===== config.mk =====
export PLATFORM = sky130hd
export DESIGN_NAME = muldiv_ctrl
export DESIGN_NICKNAME = d
export VERILOG_FILES = /design/src/rtl/muldiv_ctrl.sv
export SDC_FILE = /design/constraint.sdc
export NUM_CORES = 1
export LEC_CHECK = 0
export CORE_MARGIN = 10
export CORE_UTILIZATION = 40
export DETAILED_ROUTE_END_ITERATION = 10
export PLACE_DENSITY_LB_ADDON = 0.05
export SYNTH_ARGS = -nofsm -noshare
export SYNTH_HDL_FRONTEND = slang
export SYNTH_SLANG_ARGS = --single-unit

===== constraint.sdc =====
create_clock -name clk -period 15.47 [get_ports clk]
set_input_delay 1.547 -clock clk [delete_from_list [all_inputs] [get_ports clk]]
set_output_delay 1.547 -clock clk [all_outputs]
set_load 0.05 [all_outputs]

===== src/rtl/muldiv_ctrl.sv =====
// rtl/muldiv_ctrl.sv - iterative multiply/divide sequencer with architectural HI/LO pair
module muldiv_ctrl (
    input  logic        clk,
    input  logic        reset,
    input  logic        start,
    input  logic [2:0]  op,
    input  logic [31:0] a,
    input  logic [31:0] b,
    output logic        busy,
    output logic        done,
    output logic        div_zero,
    output logic [31:0] hi,
    output logic [31:0] lo
);

    localparam logic [2:0] OP_MTHI = 3'b100;
    localparam logic [2:0] OP_MTLO = 3'b101;

    typedef enum logic [1:0] {
        IDLE = 2'd0,
        PREP = 2'd1,
        RUN  = 2'd2,
        FIX  = 2'd3
    } state_t;

    state_t      state;
    state_t      next_state;
    logic [4:0]  cnt;

    // Operation context captured at issue.
    logic        is_div;
    logic        neg_q;
    logic        neg_r;
    logic        dz;
    logic [31:0] a_raw;
    logic [31:0] mag_a;   // multiplicand / dividend magnitude
    logic [31:0] mag_b;   // multiplier / divisor magnitude

    // Multiply: {upper partial product, remaining multiplier bits}.
    // Divide:   {remainder, quotient/dividend bits}.
    logic [63:0] acc;

    logic        issue_muldiv;
    logic        signed_op;
    logic        prep_divz;
    logic [32:0] mul_sum;
    logic [63:0] mul_next;
    logic [63:0] div_shift;
    logic [32:0] div_trial;
    logic [63:0] div_next;
    logic [63:0] prod_fix;
    logic [31:0] quo_fix;
    logic [31:0] rem_fix;

    assign busy         = (state != IDLE);
    assign issue_muldiv = (state == IDLE) && start && !op[2];
    assign signed_op    = !op[0];
    assign prep_divz    = is_div && (mag_b == 32'd0);

    // Radix-2 shift-add: conditionally add multiplicand to the top half, then shift the carry in.
    assign mul_sum  = {1'b0, acc[63:32]} + (acc[0] ? {1'b0, mag_a} : 33'd0);
    assign mul_next = {mul_sum, acc[31:1]};

    // Restoring divide: the bit shifted out of the remainder takes part in the 33-bit trial.
    assign div_shift = {acc[62:0], 1'b0};
    assign div_trial = {acc[63], div_shift[63:32]} - {1'b0, mag_b};
    assign div_next  = div_trial[32] ? div_shift : {div_trial[31:0], div_shift[31:1], 1'b1};

    // Sign restoration applied when results are committed.
    assign prod_fix = neg_q ? (~acc + 64'd1) : acc;
    assign quo_fix  = neg_q ? (~acc[31:0] + 32'd1) : acc[31:0];
    assign rem_fix  = neg_r ? (~acc[63:32] + 32'd1) : acc[63:32];

    // State register.
    always_ff @(posedge clk or posedge reset) begin
        if (reset) begin
            state <= IDLE;
        end else begin
            state <= next_state;
        end
    end

    // Next-state sequencing.
    always_comb begin
        next_state = state;
        case (state)
            IDLE: begin
                if (issue_muldiv) begin
                    next_state = PREP;
                end
            end
            PREP: begin
                next_state = prep_divz ? FIX : RUN;
            end
            RUN: begin
                if (cnt == 5'd31) begin
                    next_state = FIX;
                end
            end
            FIX: begin
                next_state = IDLE;
            end
            default: begin
                next_state = IDLE;
            end
        endcase
    end

    // Datapath: operand capture, iteration, HI/LO commit and result strobes.
    always_ff @(posedge clk or posedge reset) begin
        if (reset) begin
            cnt      <= 5'd0;
            is_div   <= 1'b0;
            neg_q    <= 1'b0;
            neg_r    <= 1'b0;
            dz       <= 1'b0;
            a_raw    <= 32'd0;
            mag_a    <= 32'd0;
            mag_b    <= 32'd0;
            acc      <= 64'd0;
            hi       <= 32'd0;
            lo       <= 32'd0;
            done     <= 1'b0;
            div_zero <= 1'b0;
        end else begin
            done     <= 1'b0;
            div_zero <= 1'b0;
            case (state)
                IDLE: begin
                    if (issue_muldiv) begin
                        is_div <= op[1];
                        a_raw  <= a;
                        mag_a  <= (signed_op && a[31]) ? (~a + 32'd1) : a;
                        mag_b  <= (signed_op && b[31]) ? (~b + 32'd1) : b;
                        neg_q  <= signed_op && (a[31] ^ b[31]);
                        neg_r  <= signed_op && a[31];
                    end else if (start && (op == OP_MTHI)) begin
                        hi <= a;
                    end else if (start && (op == OP_MTLO)) begin
                        lo <= a;
                    end
                end
                PREP: begin
                    // Upper half starts clear; lower half holds the bits consumed by the iterations.
                    dz  <= prep_divz;
                    acc <= is_div ? {32'd0, mag_a} : {32'd0, mag_b};
                    cnt <= 5'd0;
                end
                RUN: begin
                    acc <= is_div ? div_next : mul_next;
                    cnt <= cnt + 5'd1;
                end
                FIX: begin
                    done     <= 1'b1;
                    div_zero <= dz;
                    if (dz) begin
                        hi <= a_raw;
                        lo <= 32'hFFFF_FFFF;
                    end else if (is_div) begin
                        hi <= rem_fix;
                        lo <= quo_fix;
                    end else begin
                        hi <= prod_fix[63:32];
                        lo <= prod_fix[31:0];
                    end
                end
                default: begin
                    cnt <= 5'd0;
                end
            endcase
        end
    end

endmodule


* After elaboration in Yosys (flattened, before gate mapping)
Cells that the tools add are included.
** Operators by class
- Add/subtract/negate cells :: 8
- Reductions and logical operators :: 19
- Bitwise logic cells :: 6
- Eq/ne operators :: 12
- Mux-type cells :: 28
** Operators with widths (number)
- $mux W32 :: 15
- $mux W64 :: 3
- $add A32 B1 Y32 const B :: 4
- $not A32 Y32 :: 4
- $pmux W32 S2 :: 2
- $pmux W64 S2 :: 1
- $add A64 B1 Y64 const B :: 1
- $not A64 Y64 :: 1
- $add A32 B32 Y33 :: 1
- $sub A33 B32 Y33 :: 1
- $logic_not A32 Y1 :: 1
- $pmux W5 S2 :: 1
- $logic_and A1 B1 Y1 :: 8
- $ne A2 B2 Y1 const B :: 4
- $pmux W2 S4 :: 1
- $eq A3 B3 Y1 const B :: 2
- $reduce_bool A2 Y1 :: 3
- $add A5 B1 Y5 const B :: 1
- $eq A5 B5 Y1 const B :: 1
- $eq A2 B2 Y1 const B :: 2
- $mux W2 :: 2
- $ne A2 B1 Y1 const B :: 2
- $reduce_and A2 Y1 :: 2
- $reduce_and A4 Y1 :: 1
- other kinds (6) :: 9
** Storage, ports and cells
- Register bits after elaboration :: 237
- Input bits :: 70

* Logic depth before layout (Yosys ltp)
- Depth in word-level cells :: 6
- Gate-level depth with buffers :: 16
- Gate-level depth less buffers :: 14

* Worst setup path before layout
No wires, ideal clock.
- Kind :: input to register
- From :: input port a[8]
- To :: register mag_a[27]
- Cell stages on the path :: 10
- Setup time :: 0.133 ns
- Arrival time :: 3.537 ns
- Buffers on the path :: 1
- Path slack :: 11.800 ns
- Cell sequence :: clkbuf_1 or4_1 nor4_1 nand3_1 nor2_1 nand2_1 or3_1 o31ai_1 xor2_1 o21ai_0
** On the way
- Longest elaborated chain between the ends :: 3
** Ends and longest elaborated chain
- from (decl) :: RTL line 7 : input logic [31:0] a,
- $not A32 Y32 :: RTL line 133 : mag_a <= (signed_op && a[31]) ? (~a + 32'd1) : a;
- $add A32 B1 Y32 :: RTL line 133
- $mux W32 :: RTL line 133
- to (signal assigned) :: RTL line 133
- to (decl) :: RTL line 36 : logic [31:0] mag_a;
No other way between the ends.
A chain may end at the register's enable or synchronous reset.

* Worst setup path in the final report
- From :: input port a[11]
- To :: register mag_a[30]
The elaborated chain is that of the path after synthesis.

==> metrics <==
status=completed; Initial Utilization=40.7%; Int Pwr=2420 µW; Post-CTS Setup Bufs=0; Slew headroom=20.9%; Initial DRC Count=1328; post-synthesis register bit count=236; Post-synth EDFFs=0; maximum clock frequency=228 MHz; Initial DRT Pass Iterations=5; register-to-register path setup slack=11.14 ns; Final period util=28.4%; final setup margin=11.08 ns; vias in the first global route=15200; first-pass GRT wire length=97.8 mm; NetSw=2460 µW; combinational power share=57.9%; Synth warnings=0; CTS tree=done; startpoint types=primary input; DRC Markers=0; I/O pin count=137; Synth top cells by count=236 x dfrtp_1, 235 x nand2_1, 204 x nor2_1; Slew Viols, Final=0; Least-Margin Pin Slew=1.18 ns; clk sinks=236; CP Class=primary input to register; clock skew=0.0110 ns; final WL=65.2 mm; syn nets=2174; Tot GR Track Use=25.0%; number of library cell types mapped by synthesis=80; port bufs=136; largest net degree at the start of global routing=100; RSZ-0062 raised after global routing=false; post-synth top area share=34.4%; Hold-fix buffers, CTS=0; final setup vio count=0; core box area=0.0421 mm²; Post-Syn Area=0.0171 mm²; maximum buffer depth of the clock tree=3; post-synth top area cell=dfrtp_1; diodes inserted=0; Final ANT Viol Nets=0; Hold WC Path Type=register to register; Routability Congestion=0.910; Multi-input gate area=0.0105 mm²; most frequent cell after synthesis=dfrtp_1; Primary FF master, synth=dfrtp_1; clk_lat worst skew=0.57 ns; Clock Root Buffer=clkbuf_16; crit path max fanout=5; Seq pwr share=26.9%; share of layout cells above drive strength 1=7.61%; # rows=75; worst hold slack=0.481 ns; PostCTS Resize Cnt=0; CTS H-tree depth=1; Max Cap Viol=0; Clock Pin Slew Worst Setup and Hold Paths=0.06 ns; Post-Place Setup Slack=10.61 ns; syn_area_per_cell=8.46 µm²; Pleak=0.00842 µW; die width=227 µm; peak supply drop=137 µV; placed cell count=2603; total gr overflow=0; die area=0.0515 mm²; vias=15600; Net count, final=2243; DP HPWL=49.7 mm; Hold Violations, Final=0; sequential cell area fraction in the yosys report=34.4%; WP data arrival=4.80 ns; clock power share=15.2%; CTS Buf Count=30; Final min period=4.39 ns; Die H=227 µm; ys async rst share=100%; Via density=5.89; Worst EP required=15.88 ns; switching share of power=50.3%; FF/Latch Area=0.00591 mm²; Setup TNS=0 ns; synth top area cells=dfrtp_1 34%, o21ai_0 5.8%, xnor2_1 5.8%, ha_1 5.5%, nand2_1 5.1%; Crit. End Element=register; drt wl/cell=24.6 µm; PwrDens=245 mW/mm²; Layout fillers=4127; antenna violations before repair=0; Cells after Synth=2027; layout overhead on the synthesized area=16.3%; Post-Layout Cell Count=2654
-- power by group through the flow --
stage	logic, µW	registers [µW]	clock network, µW
floorplan	1790	1370	0
global placement	2790	1310	0
detailed placement	2810	1320	0
CTS	2820	1310	755
global route	3090	1340	781
finish	2830	1310	742
-- per-layer routing --
layer | GRT usage, % | vias up | part of all wire, %
met5 | 0.878 | - | 0.086
met4 | 8.45 | 2 | 3.6
met3 | 4.21 | 102 | 6.0
met2 | 40.2 | 475 | 47
met1 | 33.5 | 7670 | 44
li1 | - | 7392 | -
-- cell type report --
cell class              instances  area share (%)
clock buffers                  44            4.44
clock inverters                 7           0.697
inverters                      80            1.54
multi-input cells            1591            52.7
flip-flops and latches        236            29.6
well taps                     539            3.38
repair buffers                157            7.62
-- cells in the final DEF, fill, tap and decap left out, drive strengths merged, types with 19 or more instances in the layout --
cell type	instances
inv	79
and3	19
and2	36
xor2	57
dfrtp	236
clkdlybuf4s50	136
ha	75
nand3	31
clkbuf	44
nand2	235
o21ai	211
o31ai	22
xnor2	113
mux4	32
nor3	36
a21o	24
o211ai	22
mux2	35
buf	21
nor2	207
o22ai	44
a21oi	143
-- stage by stage --
step	power (µW)	utilization, %	instance area [µm²]
finish	4880	47.3	19900
global route	5220	47.3	19900
CTS	4880	47.3	19900
detailed placement	4130	44.9	18900
global placement	4100	44.9	18900
floorplan	3150	-	17100
-- path summary, 6_finish.rpt --
kind / from / endpoint / cells after the start
max: a[11] / mag_a[30]$_DFFE_PP0P_ / 10
min in group asynchronous: reset / lo[11]$_DFFE_PP0P_ / 2
max reg2reg: acc[31]$_DFFE_PP0P_ / acc[0]$_DFFE_PP0P_ / 14
min: lo[9]$_DFFE_PP0P_ / lo[9]$_DFFE_PP0P_ / 2
max in group asynchronous: reset / is_div$_DFFE_PP0P_ / 3
min reg2reg: lo[9]$_DFFE_PP0P_ / lo[9]$_DFFE_PP0P_ / 2
-- registers in the layout, indices dropped and copies added (netlist names), 2 cells and up --
signal  flops
a_raw      32
acc        64
mag_a      31
cnt         5
lo         32
hi         32
state       2
mag_b      32
-- critical path, cell delays in order --
cell and delay (ns):
clkdlybuf4s50_1 0.59, or4_1 0.65, nor4_1 0.27, nor3b_1 0.53, nand2_1 0.20, o21ai_0 0.34, nand2_1 0.18, a21oi_1 0.21
xor2_1 0.17, o21ai_0 0.10
-- kinds of logic after synthesis --
| logic type | Yosys count | synth area share [%] |
|---|---|---|
| buffers and inverters | 200 | 4.49 |
| flip-flops | 236 | 34.4 |
| multiplexers | 85 | 7.55 |
| AO/OA/AOI/OAI | 582 | 20.7 |
| XOR/XNOR | 170 | 8.68 |
| adder cells (fa/ha/maj) | 77 | 5.71 |
| AND/OR/NAND/NOR | 677 | 18.4 |
No activity file was read; power rests on OpenSTA's default activity.
